`src/rtl/cntr_snapshot_fifo.sv`:
```
// -----------------------------------------------------------------------------
// cntr_snapshot_fifo
// Captures snapshots of three counter buses into a small first-word-fall-through
// FIFO, either on request or automatically whenever counter 2 wraps. Also checks
// that counter 2 advances by exactly one per clock and counts its wraps.
//
// Ports:
//   CLK        rising-edge clock
//   RST_B      asynchronous active-low reset
//   CLR        synchronous clear of FIFO, sticky flags, wrap count and history
//   SNAP_REQ   capture request
//   CNTR_IN1/2/3  counter values (counter 2 is checked and is the wrap source)
//   SNAP_DATA  head entry {CNTR_IN3, CNTR_IN2, CNTR_IN1}, zero when empty
//   SNAP_VALID FIFO non-empty
//   SNAP_READY consumer accepts the head entry
//   FILL       current entry count 0..DEPTH
//   OVERFLOW   sticky: a capture was dropped because the FIFO was full
//   STEP_ERR   sticky: counter 2 did not advance by exactly one
//   WRAP_CNT   number of counter 2 wraps, saturating at 255
// -----------------------------------------------------------------------------
module cntr_snapshot_fifo #(
    parameter int WIDTH  = 3,
    parameter int DEPTH  = 4,
    parameter int ADDR_W = 2
) (
    input  logic                 CLK,
    input  logic                 RST_B,
    input  logic                 CLR,
    input  logic                 SNAP_REQ,
    input  logic [WIDTH-1:0]     CNTR_IN1,
    input  logic [WIDTH-1:0]     CNTR_IN2,
    input  logic [WIDTH-1:0]     CNTR_IN3,
    output logic [3*WIDTH-1:0]   SNAP_DATA,
    output logic                 SNAP_VALID,
    input  logic                 SNAP_READY,
    output logic [ADDR_W:0]      FILL,
    output logic                 OVERFLOW,
    output logic                 STEP_ERR,
    output logic [7:0]           WRAP_CNT
);

    localparam int              EW      = 3 * WIDTH;
    localparam logic [ADDR_W:0] FULL_C  = (ADDR_W + 1)'(DEPTH);
    localparam logic [ADDR_W:0] ONE_F_C = (ADDR_W + 1)'(1);
    localparam logic [ADDR_W-1:0] ONE_P_C = ADDR_W'(1);
    localparam logic [WIDTH-1:0]  ONE_W_C = WIDTH'(1);

    // Storage and state
    logic [EW-1:0]     r_mem [DEPTH];
    logic [ADDR_W-1:0] r_wptr;
    logic [ADDR_W-1:0] r_rptr;
    logic [ADDR_W:0]   r_fill;
    logic [EW-1:0]     r_data;
    logic              r_valid;
    logic              r_ovf;
    logic              r_step_err;
    logic [7:0]        r_wrap_cnt;
    logic [WIDTH-1:0]  r_prev2;
    logic              r_prev_valid;

    // Combinational decode
    logic [EW-1:0]     w_entry;
    logic              w_wrap;
    logic              w_capture;
    logic              w_pop;
    logic              w_push;
    logic              w_drop;
    logic              w_step_bad;
    logic [ADDR_W:0]   w_fill_nxt;
    logic [ADDR_W:0]   w_remain;
    logic [ADDR_W-1:0] w_rptr_nxt;
    logic [ADDR_W-1:0] w_wptr_nxt;
    logic [EW-1:0]     w_data_nxt;

    assign w_entry    = {CNTR_IN3, CNTR_IN2, CNTR_IN1};
    assign w_wrap     = r_prev_valid && (r_prev2 == {WIDTH{1'b1}}) && (CNTR_IN2 == {WIDTH{1'b0}});
    assign w_capture  = SNAP_REQ || w_wrap;
    assign w_pop      = r_valid && SNAP_READY;
    // A full FIFO still accepts a capture when the head leaves in the same cycle.
    assign w_push     = w_capture && ((r_fill != FULL_C) || w_pop);
    assign w_drop     = w_capture && !w_push;
    assign w_step_bad = r_prev_valid && (CNTR_IN2 != (r_prev2 + ONE_W_C));

    // Next pointer/fill values and the head entry to present after this edge
    always_comb begin
        w_fill_nxt = r_fill;
        w_rptr_nxt = r_rptr;
        w_wptr_nxt = r_wptr;
        w_remain   = r_fill;
        w_data_nxt = {EW{1'b0}};

        if (w_push && !w_pop) begin
            w_fill_nxt = r_fill + ONE_F_C;
        end else if (!w_push && w_pop) begin
            w_fill_nxt = r_fill - ONE_F_C;
        end else begin
            w_fill_nxt = r_fill;
        end

        if (w_pop) begin
            w_rptr_nxt = r_rptr + ONE_P_C;
            w_remain   = r_fill - ONE_F_C;
        end else begin
            w_rptr_nxt = r_rptr;
            w_remain   = r_fill;
        end

        if (w_push) begin
            w_wptr_nxt = r_wptr + ONE_P_C;
        end else begin
            w_wptr_nxt = r_wptr;
        end

        // When nothing older survives the pop, the new head is the entry
        // being written this cycle, which is not yet in the memory array.
        if (w_fill_nxt == {(ADDR_W + 1){1'b0}}) begin
            w_data_nxt = {EW{1'b0}};
        end else if (w_remain == {(ADDR_W + 1){1'b0}}) begin
            w_data_nxt = w_entry;
        end else begin
            w_data_nxt = r_mem[w_rptr_nxt];
        end
    end

    // FIFO storage, pointers, fill level and registered head entry
    always_ff @(posedge CLK or negedge RST_B) begin
        if (!RST_B) begin
            for (int i = 0; i < DEPTH; i++) begin
                r_mem[i] <= {EW{1'b0}};
            end
            r_wptr  <= {ADDR_W{1'b0}};
            r_rptr  <= {ADDR_W{1'b0}};
            r_fill  <= {(ADDR_W + 1){1'b0}};
            r_data  <= {EW{1'b0}};
            r_valid <= 1'b0;
        end else if (CLR) begin
            r_wptr  <= {ADDR_W{1'b0}};
            r_rptr  <= {ADDR_W{1'b0}};
            r_fill  <= {(ADDR_W + 1){1'b0}};
            r_data  <= {EW{1'b0}};
            r_valid <= 1'b0;
        end else begin
            if (w_push) begin
                r_mem[r_wptr] <= w_entry;
            end
            r_wptr  <= w_wptr_nxt;
            r_rptr  <= w_rptr_nxt;
            r_fill  <= w_fill_nxt;
            r_data  <= w_data_nxt;
            r_valid <= (w_fill_nxt != {(ADDR_W + 1){1'b0}});
        end
    end

    // Sticky flags, saturating wrap counter and counter 2 history
    always_ff @(posedge CLK or negedge RST_B) begin
        if (!RST_B) begin
            r_ovf        <= 1'b0;
            r_step_err   <= 1'b0;
            r_wrap_cnt   <= 8'd0;
            r_prev2      <= {WIDTH{1'b0}};
            r_prev_valid <= 1'b0;
        end else if (CLR) begin
            r_ovf        <= 1'b0;
            r_step_err   <= 1'b0;
            r_wrap_cnt   <= 8'd0;
            r_prev2      <= CNTR_IN2;
            r_prev_valid <= 1'b0;
        end else begin
            if (w_drop) begin
                r_ovf <= 1'b1;
            end
            if (w_step_bad) begin
                r_step_err <= 1'b1;
            end
            if (w_wrap && (r_wrap_cnt != 8'hFF)) begin
                r_wrap_cnt <= r_wrap_cnt + 8'd1;
            end
            r_prev2      <= CNTR_IN2;
            r_prev_valid <= 1'b1;
        end
    end

    assign SNAP_DATA  = r_data;
    assign SNAP_VALID = r_valid;
    assign FILL       = r_fill;
    assign OVERFLOW   = r_ovf;
    assign STEP_ERR   = r_step_err;
    assign WRAP_CNT   = r_wrap_cnt;

endmodule
```
`config.mk`:
```
export PLATFORM = sky130hd
export DESIGN_NAME = cntr_snapshot_fifo
export DESIGN_NICKNAME = d
export VERILOG_FILES = /design/src/rtl/cntr_snapshot_fifo.sv
export SDC_FILE = /design/constraint.sdc
export NUM_CORES = 1
export LEC_CHECK = 0
export BUFFER_PORTS_ARGS = -buffer_cell sky130_fd_sc_hd__buf_2
export CAP_MARGIN = 20
export CORE_AREA = 2 2 62 108
export CTS_BUF_LIST = sky130_fd_sc_hd__clkbuf_8
export CTS_CLUSTER_DIAMETER = 120
export DETAILED_ROUTE_END_ITERATION = 8
export DIE_AREA = 0 0 64 110
export PLACE_DENSITY_LB_ADDON = 0.2
export SLEW_MARGIN = 20
export SYNTH_ARGS = -nofsm -noshare
export SYNTH_HDL_FRONTEND = slang
export SYNTH_SLANG_ARGS = --single-unit
```
`constraint.sdc`:
```
create_clock -name CLK -period 2 [get_ports CLK]
set_input_delay 0.1 -clock CLK [delete_from_list [all_inputs] [get_ports CLK]]
set_output_delay 0.1 -clock CLK [all_outputs]
set_load 0.02 [all_outputs]
```
---- Word-level counts from Yosys, hierarchy flattened ----
Index checks and enable logic that the tools add are counted.
storage, ports and cells
  bits in registers ....................... 67
  input port bits ......................... 14
  output and inout port bits .............. 23
  word-level logic and storage cells ...... 78
cells by class
  $add $sub $neg .......................... 6
  magnitude comparators ................... 3
  equal/unequal tests ..................... 4
  multiplexer cells ....................... 25
  bitwise operators ....................... 3
  reductions and logical operators ........ 23
operators by type and width
  kind                 number
  $mux 9               6
  $bwmux 36            1
  $bmux 9 s2           1
  $demux 9 s2          1
  $mux 8               2
  $mux 3               4
  $logic_and 1x1->1    10
  $logic_not 3->1      3
  $add 8x1->8 const B  1
  $mux 2               4
  $ne 8x8->1 const B   1
  $reduce_bool 2->1    4
  $add 3x1->3 const B  2
  $ge 3x3->1 const B   2
  $mux 1               6
  $not 2->3            2
  $add 2x1->2 const B  2
  $eq 3x3->1 const B   1
  $lt 3x1->1 const B   1
  $ne 3x3->1           1
  $ne 3x3->1 const B   1
  $reduce_bool 3->1    1
  $sub 3x1->3 const B  1
  $logic_not 1->1      2
  3 further kinds      4

---- Logic depth before layout (Yosys ltp) ----
  depth in word-level cells ............... 12
  gate-level depth with buffers ........... 8

---- Worst setup path before layout ----
OpenSTA, ideal clock, no wires.
  kind .................................... reg2reg
  start ................................... register r_prev2[0]
  end ..................................... register r_data[0], in the netlist SNAP_DATA[0]
  setup time .............................. 0.130 ns
  arrival time ............................ 1.954 ns
  required time ........................... 1.870 ns
  slack ................................... -0.084 ns
  stages on the path, launching flop included .. 9
  period minus slack after synthesis ...... 2.084 ns
  cells stage by stage .................... dfrtp_1 -> ha_1 -> ha_1 -> nor2b_1 -> a211oi_2 -> mux2_4 -> a311oi_2 -> buf_4 -> a31oi_1
on the way
  cells in the longest elaborated chain, start to end .. 12
  elaborated cells between the ends (all ways) .. 13
  those cells by class .................... 1 x eq/ne; 4 x mux; 8 x reduce/logical
RTL lines
  item                               RTL line  RTL
  start: declaration                 58        logic [WIDTH-1:0] r_prev2;
  start signal: assignment           160       r_prev2 <= {WIDTH{1'b0}};
  $eq 3x3->1 *                       76        assign w_wrap = r_prev_valid && (r_prev2 == {WIDTH{1'b1}}) && (CNTR_IN2 == {WIDTH{1'b0}});
  $logic_and 1x1->1 * (2 in series)  76
  $logic_or 1x1->1 *                 77        assign w_capture = SNAP_REQ || w_wrap;
  $logic_and 1x1->1 *                80        assign w_push = w_capture && ((r_fill != FULL_C) || w_pop);
  $logic_not 1->1                    94        end else if (!w_push && w_pop) begin
  $logic_and 1x1->1                  94
  $mux 3                             94
  $mux 3 *                           92        if (w_push && !w_pop) begin
  $logic_not 3->1 *                  116       if (w_fill_nxt == {(ADDR_W + 1){1'b0}}) begin
  $mux 9 *                           116
  $mux 9 *                           136       end else if (CLR) begin
  end signal: assignment             134       r_data <= {EW{1'b0}};
  end signal: assignment             140       r_data <= {EW{1'b0}};
  end signal: assignment             149       r_data <= w_data_nxt;
  end: declaration                   53        logic [EW-1:0] r_data;
Mark *: on every way between the ends. The rest lies on a longest branch, timed or not.
A chain may end at the register's enable or synchronous reset.

---- Final worst setup path ----
  start ................................... register r_prev2[1]
  end ..................................... register r_data[7], in the netlist SNAP_DATA[7]
Same word-level chain as after synthesis.

==> flow_metrics.env <==
export IMPL_outcome="finished, violations left"
export IMPL_violations="setup timing"
export IMPL_fin_hold_ws_ns=0.0631
export IMPL_synthesis_area_per_instance_sq_um=13.3
export IMPL_worst_slack_ns=-0.161
export IMPL_post_synth_instance_area_sq_um=3250
export IMPL_core_area_sq_um=6130
export IMPL_number_of_max_slew_violations_in_the_final_report=0
export IMPL_postSynthNetCount=268
export IMPL_regToRegEndpoint="SNAP_DATA[7]$_DFF_PN0_"
export IMPL_multi_input_comb_area_sq_um=1660
export IMPL_port_buffers=36
export IMPL_number_of_synthesized_register_bits=67
export IMPL_rsz0062_at_grt="yes"
export IMPL_crit_family="multiplexers"
export IMPL_vias=2210
export IMPL_drt_pass1_iter_count=4
export IMPL_synth_compound_area_frac=0.0578
export IMPL_synthesis_yosys_warnings=0
export IMPL_largest_family_of_logic_cells_by_synthesized_area="multiplexers"
export IMPL_dieWidth_um=64
export IMPL_crit_reg2reg_launch="r_prev2[1]$_DFF_PN0_"
export IMPL_floorplan_die_height_um=110
export IMPL_m1WireLength_mm=2.87
export IMPL_clock_tree_root="sky130_fd_sc_hd__clkbuf_8"
export IMPL_routed_top_layer="met4"
export IMPL_filler_cells_inserted=421
export IMPL_total_leakage_power_nw=1.98
export IMPL_area_growth_pct=29.6
export IMPL_cellPowerDensity_nw_per_um2=1260
export IMPL_synthTopCellsByArea="sky130_fd_sc_hd__dfrtp_1 (52%), sky130_fd_sc_hd__mux2_2 (11%), sky130_fd_sc_hd__mux4_2 (6.2%)"
export IMPL_seq_area_sq_um=1680
export IMPL_fin_crit_ns=2.16
export IMPL_setup_worst_path_class="reg -> reg"
export IMPL_cts_buffers_inserted=9
export IMPL_required_worst_endpoint_ns=2.22
export IMPL_cp_cell_sequence="ha_2 > ha_4 > nor2b_4 > buf_6 > a21oi_4 > mux2i_2 > mux2i_2 > buf_4 > a31oi_1"
export IMPL_layout_cell_area_non_filler_sq_um=4210
export IMPL_reg2reg_depth=9
export IMPL_effective_utilization_at_floorplan=0.530
export IMPL_netlist_area_leader_share=0.516
export IMPL_clock_sinks=67
export IMPL_synth_area_mux_share=0.226
export IMPL_floorplan_die_area_sq_um=7040
export IMPL_worstHoldEndpoint="r_mem[35]$_DFFE_PN0P_"
export IMPL_grt_antenna_before_repair=0
export IMPL_yosysSeqAreaShare=0.516
export IMPL_final_antenna_net_count=0
export IMPL_post_route_cells_drive_above_1_share=0.457
export IMPL_synth_xor_area_share=0.0431
export IMPL_worst_clock_skew_ns=0.00409
export IMPL_setup_reg_to_reg_worst_slack_ns=-0.16
export IMPL_period_share=1.08
export IMPL_worstPathBufferInverterCount=2
export IMPL_final_common_cell="sky130_fd_sc_hd__dfrtp_1"
export IMPL_maxCapViolCount=0
export IMPL_layout_common_cells="sky130_fd_sc_hd__dfrtp_1 (67), sky130_fd_sc_hd__buf_2 (36), sky130_fd_sc_hd__mux2_4 (33)"
export IMPL_finalWirelength_mm=7.36
export IMPL_final_hold_viol_count=0
export IMPL_worst_hold_path_num_cells=2
export IMPL_startpoint_of_the_most_critical_hold_path="CNTR_IN3[2]"
export IMPL_synth_distinct_cells=44
export IMPL_worst_ep_arrival_time_ns=2.38
export IMPL_routed_wire_length_per_instance_um=18.5
export IMPL_drc_errors=0
export IMPL_critical_path_endpoint_type="register"
export IMPL_grt_pass1_wl_mm=11.4
export IMPL_first_global_vias=2335
export IMPL_ioPinCount=37
export IMPL_finalNetCount=337
export IMPL_clock_tree_htree_level_count=3
export IMPL_post_dp_cell_area_sq_um=3690
export IMPL_global_route_usage_total=0.223
export IMPL_yosysTopAreaCell="sky130_fd_sc_hd__dfrtp_1"
export IMPL_max_fo_critical_path=5
export IMPL_dp_hpwl_mm=4.89
export IMPL_worst_hold_path_type="in -> reg"
export IMPL_grt_start_max_net_pins=43
export IMPL_tritoncts="built"
export IMPL_path_common_cell="sky130_fd_sc_hd__mux2i_2"
export IMPL_postSynthCellCount=244
export IMPL_power_ir_vdd_worst_uv=823
export IMPL_finalSetupViolations=48
export IMPL_crit_path_max_incr_delay_ns=0.37
export IMPL_overflow=0
export IMPL_clk_pin_slew_ns=0.07
export IMPL_n_antenna_cell=0
export IMPL_first_iter_violations=70
export IMPL_cp_start_kind="register"
export IMPL_fmax_ghz=0.463
export IMPL_detailedPlace_worstSlack_ns=-0.182
export IMPL_tightest_slew_ns=0.619
export IMPL_yosys_area_share_simple=0.0866
export IMPL_clock_path_buffers=2
export IMPL_vias_per_cell=5.57
export IMPL_insertion_delay_ns=0.34
export IMPL_post_synth_fa_ha_maj_area_fraction=0.0385
export IMPL_route_met2_wl_mm=4.11
export IMPL_dr_wl_met3_um=244
export IMPL_place_congestion=0.829
export IMPL_maxSlewHeadroom=0.587
export IMPL_cpMaxStageDelayCell="sky130_fd_sc_hd__dfrtp_1"
export IMPL_num_rows=38
[report_power, final]
| part | switching [mW] | internal, mW |
|---|---|---|
| clock network | 0.485 | 0.626 |
| registers | 0.238 | 1.77 |
| logic | 0.944 | 1.24 |
| total | 1.67 | 3.63 |
[cells in the mapped netlist, drive strengths merged]
| cell type | n |
|---|---|
| xnor2 | 12 |
| nand3 | 6 |
| dfrtp | 67 |
| xor2 | 1 |
| and3 | 1 |
| or4 | 1 |
| buf | 9 |
| nor2b | 1 |
| mux4 | 9 |
| a311oi | 1 |
| a21oi | 6 |
| and2 | 7 |
| mux2 | 37 |
| nand4 | 1 |
| a211o | 1 |
| o21a | 1 |
| nand2b | 1 |
| mux2i | 11 |
| a31oi | 9 |
| a2bb2oi | 1 |
| a211oi | 1 |
| nor3 | 4 |
| ha | 10 |
| o41ai | 1 |
| nor4b | 1 |
| o21ai | 2 |
| nor3b | 2 |
| nor4 | 3 |
| o32a | 1 |
| nand2 | 8 |
| nor4bb | 1 |
| nor2 | 15 |
| a41oi | 1 |
| inv | 9 |
| clkbuf | 2 |
[how the worst max path moves through the flow]
stage / from / endpoint / slack, ns / cells after the start
finish: r_prev2[1]$_DFF_PN0_ / SNAP_DATA[7]$_DFF_PN0_ / -0.16 / 9
global route: r_prev2[0]$_DFF_PN0_ / SNAP_DATA[2]$_DFF_PN0_ / -0.24 / 9
CTS: r_prev2[1]$_DFF_PN0_ / SNAP_DATA[5]$_DFF_PN0_ / -0.17 / 9
detailed placement: r_prev2[0]$_DFF_PN0_ / SNAP_DATA[1]$_DFF_PN0_ / -0.18 / 9
global placement: r_prev2[0]$_DFF_PN0_ / SNAP_DATA[8]$_DFF_PN0_ / -0.11 / 9
floorplan: r_prev2[0]$_DFF_PN0_ / SNAP_DATA[0]$_DFF_PN0_ / -0.08 / 8
[layout make-up]
class,instances,share of cell area
Inverter,9,0.00802
Multi-Input combinational cell,157,0.394
Clock buffer,11,0.0359
Clock inverter,4,0.0101
Tap cell,80,0.0238
Timing Repair Buffer,69,0.130
Sequential cell,67,0.398
[metal layers]
layer / vias to the layer above / GRT usage
met5: - / 0
met4: 0 / 0.0901
met3: 11 / 0.0579
met2: 55 / 0.406
met1: 1133 / 0.245
li1: 1011 / -
[stage by stage]
step                setup TNS, ns  utilization  instances  power [mW]
floorplan                  -0.771            -        244        3.29
global placement            -2.48        0.601        373        3.83
detailed placement          -4.09        0.601        373        3.89
CTS                         -5.83        0.655        395        5.10
global route                -8.18        0.687        397        5.59
finish                      -4.42        0.687        397        5.30
[worst reg2reg max path, stage by stage (launching register included)]
cell and delay, ns:
sky130_fd_sc_hd__dfrtp_1 0.37, sky130_fd_sc_hd__ha_2 0.19, sky130_fd_sc_hd__ha_4 0.15, sky130_fd_sc_hd__nor2b_4 0.13, sky130_fd_sc_hd__buf_6 0.12, sky130_fd_sc_hd__a21oi_4 0.19
sky130_fd_sc_hd__mux2i_2 0.30, sky130_fd_sc_hd__mux2i_2 0.32, sky130_fd_sc_hd__buf_4 0.20, sky130_fd_sc_hd__a31oi_1 0.08
[logic make-up after synthesis]
| kind of cell | after synthesis |
|---|---|
| flops | 67 |
| buf+inv | 20 |
| compound gates | 25 |
| simple gates | 52 |
| xor+xnor | 13 |
| mux | 57 |
| fa+ha+maj | 10 |
[sequential cells by signal, summed over array words and instances (netlist names)]
register,flops
FILL,3
OVERFLOW,1
SNAP_DATA,9
SNAP_VALID,1
STEP_ERR,1
WRAP_CNT,8
r_mem,36
r_prev2,3
r_prev_valid,1
r_rptr,2
r_wptr,2
[what timing repair did]
| item | in CTS | in global routing |
|---|---|---|
| pin swaps | 3 | 5 |
| endpoints found under the hold margin | 27 | 0 |
| hold buffers | 3 | 0 |
| gates cloned | 1 | 1 |
| setup buffers | 3 | 1 |
| endpoints found under the setup margin | 49 | 53 |
| resized for setup | 19 | 42 |
(Power assumes the default switching activity.)
